==> config.mk <==
export PLATFORM = sky130hd
export DESIGN_NAME = wb_skid_pipe_reg
export DESIGN_NICKNAME = d
export VERILOG_FILES = /design/src/rtl/wb_pipe_pkg.sv /design/src/rtl/RegWithWE.sv /design/src/rtl/wb_bundle_sanitize.sv /design/src/rtl/wb_skid_pipe_reg.sv
export SDC_FILE = /design/constraint.sdc
export NUM_CORES = 1
export LEC_CHECK = 0
export BUFFER_PORTS_ARGS = -buffer_cell sky130_fd_sc_hd__buf_4
export CORE_MARGIN = 3
export CORE_UTILIZATION = 50
export DETAILED_ROUTE_END_ITERATION = 6
export PLACE_DENSITY = 0.74
export SLEW_MARGIN = 20
export SYNTH_ARGS = -nofsm -noshare
export SYNTH_HDL_FRONTEND = slang
export SYNTH_SLANG_ARGS = --single-unit
export TNS_END_PERCENT = 1
==> constraint.sdc <==
create_clock -name clk -period 4.6 [get_ports clk]
set_clock_uncertainty 0.2 [all_clocks]
set_input_delay 0.46 -clock clk [delete_from_list [all_inputs] [get_ports clk]]
set_output_delay 0.46 -clock clk [all_outputs]
set_load 0.01 [all_outputs]
==> src/rtl/wb_pipe_pkg.sv <==
// Shared types and widths for the MEM->WB skid pipeline register.
// Optional same-address squash is selected with WB_SAME_ADDR_SQUASH_EN.
package wb_pipe_pkg;
    typedef enum logic [1:0] {
        EMPTY = 2'd0,
        ONE   = 2'd1,
        FULL  = 2'd2
    } state_e;

    localparam int GPR_ADDR_W = 5;
    localparam int GPR_DATA_W = 32;

    function automatic int entry_w(input int nch, input int aw, input int dw);
        return nch * (1 + aw + dw);
    endfunction
endpackage

==> src/rtl/RegWithWE.sv <==
// Plain register with write enable, cleared by the asynchronous active-low reset.
module RegWithWE #(
    parameter int W = 32
) (
    input  logic         clk,
    input  logic         resetn,
    input  logic         i_we,
    input  logic [W-1:0] i_d,
    output logic [W-1:0] o_q
);
    always_ff @(posedge clk or negedge resetn) begin
        if (!resetn)   o_q <= '0;
        else if (i_we) o_q <= i_d;
    end
endmodule

==> src/rtl/wb_bundle_sanitize.sv <==
// Write-enable cleanup applied before a bundle is captured: drops writes to r0,
// and with WB_SAME_ADDR_SQUASH_EN keeps only the highest channel per address.
module wb_bundle_sanitize
    import wb_pipe_pkg::*;
#(
    parameter int NUM_CH = 2,
    parameter int ADDR_W = GPR_ADDR_W
) (
    input  logic [NUM_CH-1:0]        i_we,
    input  logic [NUM_CH*ADDR_W-1:0] i_waddr,
    output logic [NUM_CH-1:0]        o_we
);
    logic [NUM_CH-1:0] w_nz;

    always_comb begin
        w_nz = '0;
        for (int k = 0; k < NUM_CH; k++)
            w_nz[k] = i_we[k] && (i_waddr[k*ADDR_W +: ADDR_W] != '0);
    end

    always_comb begin
        o_we = w_nz;
`ifdef WB_SAME_ADDR_SQUASH_EN
        // A lower channel loses to any higher channel writing the same register.
        for (int j = 0; j < NUM_CH; j++)
            for (int k = j + 1; k < NUM_CH; k++)
                if (w_nz[j] && w_nz[k] &&
                    i_waddr[j*ADDR_W +: ADDR_W] == i_waddr[k*ADDR_W +: ADDR_W])
                    o_we[j] = 1'b0;
`endif
    end
endmodule

==> src/rtl/wb_skid_pipe_reg.sv <==
// NUM_CH-channel MEM->WB register with a two-entry skid buffer and flush.
// Build option WB_SAME_ADDR_SQUASH_EN enables same-address squash in the sanitizer.
module wb_skid_pipe_reg
    import wb_pipe_pkg::*;
#(
    parameter int NUM_CH = 2,
    parameter int ADDR_W = GPR_ADDR_W,
    parameter int DATA_W = GPR_DATA_W
) (
    input  logic                     clk,
    input  logic                     resetn,
    input  logic                     i_flush,
    input  logic                     i_valid,
    output logic                     o_ready,
    input  logic [NUM_CH-1:0]        i_we,
    input  logic [NUM_CH*ADDR_W-1:0] i_waddr,
    input  logic [NUM_CH*DATA_W-1:0] i_wdata,
    output logic                     o_valid,
    input  logic                     i_ready,
    output logic [NUM_CH-1:0]        o_we,
    output logic [NUM_CH*ADDR_W-1:0] o_waddr,
    output logic [NUM_CH*DATA_W-1:0] o_wdata
);
    localparam int ENTRY_W = entry_w(NUM_CH, ADDR_W, DATA_W);

    state_e               r_state;
    state_e               w_state_nxt;
    logic                 w_acc;
    logic                 w_rel;
    logic                 w_main_we;
    logic                 w_skid_we;
    logic                 w_main_from_skid;
    logic [NUM_CH-1:0]    w_in_we;
    logic [ENTRY_W-1:0]   w_in_entry;
    logic [ENTRY_W-1:0]   w_main_d;
    logic [ENTRY_W-1:0]   w_main_q;
    logic [ENTRY_W-1:0]   w_skid_q;
    logic [NUM_CH-1:0]    w_main_we_bits;

    wb_bundle_sanitize #(.NUM_CH(NUM_CH), .ADDR_W(ADDR_W)) u_sanitize (
        .i_we    (i_we),
        .i_waddr (i_waddr),
        .o_we    (w_in_we)
    );

    assign w_in_entry = {w_in_we, i_waddr, i_wdata};
    assign w_main_d   = w_main_from_skid ? w_skid_q : w_in_entry;

    // o_ready depends only on the state register, so WB backpressure never
    // reaches MEM combinationally.
    assign o_ready = (r_state != FULL);
    assign o_valid = (r_state != EMPTY);
    assign w_acc   = i_valid & o_ready;
    assign w_rel   = o_valid & i_ready;

    always_ff @(posedge clk or negedge resetn) begin
        if (!resetn) r_state <= EMPTY;
        else         r_state <= w_state_nxt;
    end

    always_comb begin
        w_state_nxt      = r_state;
        w_main_we        = 1'b0;
        w_skid_we        = 1'b0;
        w_main_from_skid = 1'b0;
        unique case (r_state)
            EMPTY: if (w_acc) begin
                w_main_we   = 1'b1;
                w_state_nxt = ONE;
            end
            ONE: begin
                if (w_acc && w_rel) begin
                    w_main_we = 1'b1;
                end else if (w_acc) begin
                    w_skid_we   = 1'b1;
                    w_state_nxt = FULL;
                end else if (w_rel) begin
                    w_state_nxt = EMPTY;
                end
            end
            FULL: if (w_rel) begin
                w_main_we        = 1'b1;
                w_main_from_skid = 1'b1;
                w_state_nxt      = ONE;
            end
            default: w_state_nxt = EMPTY;
        endcase
        // Flush wins over any handshake in the same cycle.
        if (i_flush) begin
            w_state_nxt = EMPTY;
            w_main_we   = 1'b0;
            w_skid_we   = 1'b0;
        end
    end

    RegWithWE #(.W(ENTRY_W)) u_main (
        .clk    (clk),
        .resetn (resetn),
        .i_we   (w_main_we),
        .i_d    (w_main_d),
        .o_q    (w_main_q)
    );

    RegWithWE #(.W(ENTRY_W)) u_skid (
        .clk    (clk),
        .resetn (resetn),
        .i_we   (w_skid_we),
        .i_d    (w_in_entry),
        .o_q    (w_skid_q)
    );

    assign {w_main_we_bits, o_waddr, o_wdata} = w_main_q;
    assign o_we = w_main_we_bits & {NUM_CH{o_valid}};
endmodule

==> results of run 1 <==
## area by class of cell
type	count	share of cell area
multi-input cells	253	0.313
flip-flops and latches	154	0.446
inverters	3	0.00130
clock inverters	11	0.0141
repair buffers	164	0.146
well taps	180	0.0261
clock buffers	21	0.0533
## cells in the final DEF (no fill, tap or decap), types with 4 or more instances in the layout
cell type / instances
mux2_2: 207
buf_4: 160
dfrtp_1: 154
clkbuf_16: 17
mux2_1: 15
o21ai_0: 6
nand2_1: 5
clkinvlp_4: 5
nor2_1: 4
nor2b_1: 4
## registers in the layout (all words and copies together), names as in the netlist
name        cells
u_main.o_q     76
u_skid.o_q     76
r_state         2
## stage by stage
step,hold slack [ps],setup slack [ps],area [um2],power (uW)
floorplan,-35.6,2650,7250,2440
global placement,262,1690,8030,2630
detailed placement,272,1650,8050,2680
CTS,13.2,1700,8640,4050
global route,20.4,1600,8640,4200
finish,38.1,1740,8640,4000
## metal layers
metal	part of all wire	wire length (um)	global-route usage
met5	0	0	0
met1	0.44	5960	0.222
met3	0.059	799	0.0514
met4	0.018	246	0.0650
met2	0.48	6570	0.281
## cells by family after synthesis
| group | after synthesis | share of synthesized area |
|---|---|---|
| and+or+nand+nor | 18 | 0.0128 |
| buffers and inverters | 102 | 0.0986 |
| AOI/OAI and AO/OA | 10 | 0.00777 |
| DFF | 154 | 0.532 |
| muxes | 225 | 0.349 |
## path summary, 6_finish.rpt
kind | start | end | slack (ps) | cells after the start
worst max-delay path | r_state[0] | u_main.o_q[34] | 1740 | 4
worst min-delay path | i_flush | r_state[0] | 40 | 2
worst max register to register | r_state[0] | u_main.o_q[34] | 1740 | 4
worst min register to register | u_skid.o_q[74] | u_skid.o_q[74] | 280 | 2
max in group asynchronous | resetn | u_skid.o_q[5] | 2750 | 3
min in group asynchronous | resetn | u_skid.o_q[35] | 490 | 2
## power groups by stage
| stage | Sequential, uW | Clock [uW] | Combinational (uW) |
|---|---|---|---|
| after floorplan | 1810 | 0 | 635 |
| after global placement | 1860 | 0 | 773 |
| after detailed placement | 1880 | 0 | 802 |
| after CTS | 1860 | 1390 | 805 |
| after global routing | 1890 | 1450 | 859 |
| final | 1850 | 1360 | 788 |
==> flow_summary.yaml, run 1 <==
synthesis:
  synth_largest_area_cell: "dfrtp_1"
  yosysWarnings: 0
  yosysMostFrequentCell: "mux2_2"
  synth_edf_count: 0
  synth.top_cell.area_share: 0.532
  async_flop_share: 1.00
  synthCells: 509
  ys_types: 21
  synth-main-ff-cell: "dfrtp_1"
  synth-seq-area-share: 0.532
  ys_top_cells_by_area: "dfrtp_1 (53%), mux2_2 (32%), buf_4 (8.1%)"
  synth.avg_cell_area_um2: 14.2
  synth_seq_cells: 154
  synthTopCellsByCount: "mux2_2 (207), dfrtp_1 (154), buf_4 (78)"
  syn_nets: 590
  synthesis.area_mm2: 0.00725
clocking:
  clk_root_buffer_cell: "clkbuf_16"
  numClockSinks: 154
  holdBufCountCts: 1
  numCtsBuffers: 17
  clock_latency_ps: 410
  clkTransAtPathRegs_ps: 60
  clockBufferDepth: 2
  post_cts_resized: 0
  post_cts_buffers: 0
  htreeDepth: 4
  cts_tree: "built"
finish:
  syn_to_final_growth_pct: 19.2
  multi_input_comb_area_mm2: 0.00270
  nets: 674
  drive_gt1_frac: 0.665
  fillerInstances: 1073
  final_cells: 786
  seq_area_mm2: 0.00385
  post-route-util: 0.615
  antennaDiodeCount: 0
critical_path:
  arrival_ps: 2960
  slowest_stage: "and3b_4"
  max_stage_delay_ps: 930
  crit_fanout: 55
  worst-path-buf-inv: 1
  path_delay_family: "simple AND/OR/NAND/NOR gates"
  required_ps: 4690
  crit_chain: "and3b_4, buf_4, mux2_1, mux2_2"
  worstSetupStartpointType: "flop"
  worstSetupPathType: "flop to flop"
  end_kind: "flop"
routing:
  vias: 4084
  route.detailed.drc: 0
  wl_per_cell_um: 17.3
  dr.pass1.iters: 4
  vias_per_cell: 5.20
  routed_wl_mm: 13.6
  drt_iter0_markers: 177
  antenna_left: 0
power:
  leakage_uw: 0.00389
  p_sw_uw: 996
  vdd_drop_max_v: 0.000234
  comb_power_share: 0.197
  sw_frac_of_total: 0.249
  pwr-share-seq: 0.464
  p_per_area_mw_per_mm2: 463
  clockPowerShare: 0.339
  p_int_uw: 3000
timing:
  setup_viol: 0
  fmax_ghz: 0.349
  final-hold-violation-count: 0
  fin_crit_ps: 2860
  worst_pin_slew_ps: 986
  rsz0062_at_grt: "false"
  max_slew_margin: 0.341
  fin_crit_sh: 0.622
  drv_slew: 0
  fin_setup_tns_ps: 0
floorplan:
  die_y_um: 126
  ioPinCount: 159
  start_util: 0.516
  dieWidth_um: 126
  dieArea_mm2: 0.0160
  core-area_mm2: 0.0140
  fp-row-count: 43
place:
  port_buffers: 158
  hpwl_mm: 9.16
  placedCellCount: 753
  place_congestion: 0.725
global_route:
  grt_pass1_vias: 4395
  track_usage: 0.174
  grt_max_degree: 89
  grt_overflow: 0
  antenna_found_initial: 0
  grt_pass1_wl_mm: 22.1
hold_path:
  hold_path_class: "input port to flop"
outcome:
  outcome: "finished clean"
run:
  maxCapViolations: 0
No activity file was read; power rests on OpenSTA's default activity.
==> run 2: changes to the inputs <==
CORE_UTILIZATION = 49   (was 50)
PLACE_DENSITY = 0.76   (was 0.74)
clock period = 2.5 ns   (was 4.6 ns; I/O delays follow)
==> run 2 against run 1 <==
- power grew 93%
- critical path depth is the same
- hold slack lost 8.2 ps
- register-to-register slack lost 1400 ps
- setup slack lost 1400 ps
- global-route usage grew 1.3 points
- combinational power grew 99%
- sequential share of layout area shrank 4.4 points
- via count grew 7.4%
- die area grew 1.9%
- cell count grew 10%
==> flow_summary.yaml, run 2 (synthesis gave the netlist of run 1 again) <==
critical_path:
  arrival_ps: 2310
  r2r_setup_slack_ps: 290
  rr_endpoint: "u_main.o_q[45]"
  end_kind: "flop"
  crit_fanout: 35
  worstSetupStartpointType: "flop"
  required_ps: 2600
  worstSetupPathType: "flop to flop"
  reg2reg_from: "r_state[0]"
  reg2reg_depth: 4
  crit_path_start: "r_state[0]"
floorplan:
  fp-row-count: 43
  start_util: 0.512
  die_y_um: 128
  dieWidth_um: 128
  core-area_mm2: 0.0141
  ioPinCount: 159
  dieArea_mm2: 0.0163
global_route:
  track_usage: 0.186
  grt_overflow: 0
  grt_pass1_vias: 4791
  antenna_found_initial: 0
  grt_pass1_wl_mm: 23.9
  grt_max_degree: 59
routing:
  dr.pass1.iters: 4
  routed_wl_mm: 14.5
  drt_iter0_markers: 192
  vias: 4388
  antenna_left: 0
  vias_per_cell: 5.06
  wl_per_cell_um: 16.8
  route.detailed.drc: 0
power:
  sw_frac_of_total: 0.244
  vdd_drop_max_v: 0.000467
  p_per_area_mw_per_mm2: 805
  p_int_uw: 5830
  pwr-share-seq: 0.443
  p_sw_uw: 1880
  leakage_uw: 0.00429
  comb_power_share: 0.204
  clockPowerShare: 0.353
timing:
  rsz0062_at_grt: "false"
  fmax_ghz: 0.453
  final-hold-violation-count: 0
  fin_setup_tns_ps: 0
  drv_slew: 0
  worst_pin_slew_ps: 544
  setup_viol: 0
  max_slew_margin: 0.637
  holdWs_ps: 30.0
  fin_crit_sh: 0.882
  fin_crit_ps: 2210
finish:
  finalInstanceArea_mm2: 0.00957
  final_cells: 867
  syn_to_final_growth_pct: 32.1
  nets: 755
  reg_top3: "u_main.o_q: 76 flops, u_skid.o_q: 76 flops, r_state: 2 flops"
  layout_commonest_cell: "mux2_2"
  antennaDiodeCount: 0
  drive_gt1_frac: 0.594
  final_cell_mix: "mux2_2 (207), buf_4 (157), dfrtp_1 (154)"
clocking:
  clkTransAtPathRegs_ps: 60
  clk_root_buffer_cell: "clkbuf_16"
  clockBufferDepth: 2
  holdBufCountCts: 79
  numCtsBuffers: 17
  post_cts_resized: 0
  numClockSinks: 154
  htreeDepth: 4
  clock_latency_ps: 410
  post_cts_buffers: 0
  cts_tree: "built"
place:
  place_congestion: 0.736
  place_area_mm2: 0.00814
  port_buffers: 158
  placedCellCount: 756
  hpwl_mm: 9.47
hold_path:
  hold_path_class: "input port to flop"
  min_to: "u_skid.o_q[75]"
  min_path_cells: 3
  min_from: "i_we[1]"
run:
  maxCapViolations: 0
outcome:
  outcome: "finished clean"
==> run 2: final cells by class <==
type | count | area (um2)
sequential | 154 | 3850
timing repair buffer | 245 | 2140
clock buffer | 23 | 508
fill | 958 | 4580
inverter | 3 | 11.3
multi-input combinational | 253 | 2700
tap | 180 | 225
clock inverter | 9 | 133
==> run 2: worst max-delay path by stage <==
| stage | end | slack [ps] | depth (start not counted) |
|---|---|---|---|
| 2_1_floorplan | u_main.o_q[38] | 580 | 6 |
| 3_3_place_gp | u_main.o_q[72] | 350 | 4 |
| 3_5_place_dp | u_main.o_q[72] | 310 | 4 |
| 4_1_cts | u_main.o_q[72] | 310 | 4 |
| 5_1_grt | u_main.o_q[45] | 230 | 4 |
| 6_report | u_main.o_q[45] | 290 | 4 |
==> run 2: worst max-delay path, cell delays in order, from the launching register on <==
cell and delay [ps]:
dfrtp_1 460, and3b_4 510, buf_12 270, mux2_1 350, mux2_2 280
==> run 2: metal layers <==
| layer | part of all wire | vias to the layer above | GRT usage |
|---|---|---|---|
| li1 | - | 2043 | - |
| met1 | 0.43 | 2198 | 0.231 |
| met2 | 0.50 | 126 | 0.310 |
| met3 | 0.058 | 21 | 0.0523 |
| met4 | 0.016 | 0 | 0.0724 |
| met5 | 0 | - | 0 |
==> run 2: per-stage QoR <==
step                power [uW]  worst slack, ps  utilization
global placement          4850              351        0.575
detailed placement        4950              315        0.575
global route              8090              225        0.677
CTS                       7790              307        0.677
finish                    7710              295        0.677
floorplan                 4500              584            -
==> run 2: power by group through the flow <==
stage	logic (uW)	registers [uW]	clock network (uW)
floorplan	1170	3330	0
global placement	1440	3410	0
detailed placement	1500	3450	0
CTS	1590	3410	2780
global route	1710	3490	2890
finish	1570	3410	2720
==> run 3: changes to the inputs <==
--- a/config.mk
+++ b/config.mk
@@ -7,7 +7,9 @@
 export LEC_CHECK = 0
 export BUFFER_PORTS_ARGS = -buffer_cell sky130_fd_sc_hd__buf_4
+export CORE_ASPECT_RATIO = 1.4
 export CORE_MARGIN = 3
 export CORE_UTILIZATION = 49
 export DETAILED_ROUTE_END_ITERATION = 6
+export GPL_ROUTABILITY_DRIVEN = 0
 export PLACE_DENSITY = 0.76
 export SLEW_MARGIN = 20
==> constraint.sdc (replaced) <==
create_clock -name clk -period 2.5 [get_ports clk]
set_clock_uncertainty 0.2 [all_clocks]
set_input_delay 0.125 -clock clk [delete_from_list [all_inputs] [get_ports clk]]
set_output_delay 0.125 -clock clk [all_outputs]
set_load 0.01 [all_outputs]
==> run 3 against run 2 <==
- first-iteration DRC count is 29% lower
- clock power fell by 8.5%
- clock-buffer cell count shrank 2
- non-clock buffer count up 3
- design area decreased by 0.50%
- global-route usage rose by 0.69 points
- critical endpoint is now u_main.o_q[53]
==> flow_summary.yaml, run 3 (synthesis gave the netlist of run 1 again) <==
global_route:
  antenna_found_initial: 0
  grt_pass1_wl_mm: 24.4
  grt_max_degree: 79
  track_usage: 0.193
  grt_pass1_vias: 4979
  grt_overflow: 0
routing:
  wl_per_cell_um: 17.1
  vias_per_cell: 5.05
  routed_wl_mm: 15.0
  vias: 4440
  drt_iter0_markers: 137
  route.detailed.drc: 0
  dr.pass1.iters: 4
  antenna_left: 0
finish:
  reg_top3: "u_main.o_q: 76 flops, u_skid.o_q: 76 flops, r_state: 2 flops"
  drive_gt1_frac: 0.593
  nets: 758
  syn_to_final_growth_pct: 31.5
  fillerInstances: 1034
  antennaDiodeCount: 0
  layout_commonest_cell: "mux2_2"
  final_cells: 879
  multi_input_comb_area_mm2: 0.00270
  seq_area_mm2: 0.00385
  finalInstanceArea_mm2: 0.00953
  final_cell_mix: "mux2_2 (207), buf_4 (161), dfrtp_1 (154)"
place:
  hpwl_mm: 9.55
  placedCellCount: 767
  place_area_mm2: 0.00814
  port_buffers: 158
critical_path:
  worstSetupPathType: "flop to flop"
  required_ps: 2600
  arrival_ps: 2280
  end_kind: "flop"
  crit_fanout: 26
  reg2reg_depth: 5
  worstSetupStartpointType: "flop"
floorplan:
  fp-row-count: 52
  core-area_mm2: 0.0144
  die_y_um: 150
  ioPinCount: 159
  dieArea_mm2: 0.0163
  start_util: 0.502
  dieWidth_um: 109
timing:
  fin_crit_sh: 0.873
  fin_crit_ps: 2180
  final-hold-violation-count: 0
  setup_viol: 0
  max_slew_margin: 0.545
  rsz0062_at_grt: "false"
  fin_setup_tns_ps: 0
  worst_pin_slew_ps: 682
  drv_slew: 0
  fmax_ghz: 0.458
clocking:
  clkTransAtPathRegs_ps: 60
  htreeDepth: 4
  numCtsBuffers: 17
  clock_latency_ps: 410
  clk_root_buffer_cell: "clkbuf_16"
  clockBufferDepth: 2
  cts_tree: "built"
  numClockSinks: 154
  post_cts_buffers: 0
power:
  leakage_uw: 0.00425
  p_per_area_mw_per_mm2: 786
  vdd_drop_max_v: 0.000534
outcome:
  outcome: "finished clean"
hold_path:
  hold_path_class: "input port to asynchronous set/reset pin"
run:
  maxCapViolations: 0
-- run 3: cell types whose count changed in the layout (fill, tap and decap cells not counted) --
| cell | previous run | this run |
|---|---|---|
| inv_6 | 1 | 3 |
| clkinv_2 | 2 | 0 |
| clkinv_4 | 1 | 2 |
| dlygate4sd3_1 | 79 | 80 |
| clkbuf_1 | 0 | 1 |
| buf_12 | 8 | 6 |
| buf_4 | 157 | 161 |
| clkbuf_8 | 6 | 3 |
| clkinvlp_4 | 2 | 5 |
| bufinv_16 | 3 | 1 |
-- run 3: layout make-up --
| type | count | share of cell area |
|---|---|---|
| flip-flops and latches | 154 | 0.405 |
| clock inverters | 11 | 0.0117 |
| well taps | 189 | 0.0248 |
| multi-input cells | 253 | 0.284 |
| repair buffers | 248 | 0.225 |
| inverters | 3 | 0.00118 |
| clock buffers | 21 | 0.0494 |
-- run 3: critical path: stages, from the launching register on --
cell and delay, ps:
dfrtp_1 420, nor2b_1 310, o21ai_1 180, a21oi_4 190, buf_4 370, mux2_2 390
-- run 3: through the flow --
stage	power [uW]	setup slack, ps	hold slack [ps]	utilization
6_report	7490	318	68.7	0.660
5_1_grt	7870	191	115	0.660
4_1_cts	7570	314	75.7	0.660
3_5_place_dp	4940	333	-26.0	0.564
3_3_place_gp	4840	425	-34.1	0.564
2_1_floorplan	4500	584	-371	-
-- run 3: timing repair --
item | 4_1_cts | 5_1_grt
endpoints found under the hold margin | 219 | 0
hold buffers | 80 | 0
resized for setup | 0 | 0
-- run 3: final timing paths --
kind | from | to | slack [ps]
setup / recovery | r_state[1] | u_main.o_q[53] | 320
hold / removal | resetn | u_skid.o_q[70] | 70
setup reg to reg | r_state[1] | u_main.o_q[53] | 320
hold reg to reg | u_skid.o_q[72] | u_skid.o_q[72] | 300
max in group asynchronous | resetn | u_skid.o_q[65] | 1270
min in group clk | i_valid | r_state[1] | 90
-- run 3: power breakdown --
part	switching, uW	internal, uW
Combinational	590	1000
Sequential	311	3090
Clock	1030	1460
Total	1930	5560
-- run 3: per-layer routing --
layer	vias up	part of all wire	track usage	wire (um)
met5	-	0	0	0
met4	0	0.021	0.0752	310
met3	22	0.052	0.0496	776
met2	116	0.53	0.347	8000
met1	2257	0.39	0.216	5910
li1	2045	-	-	-
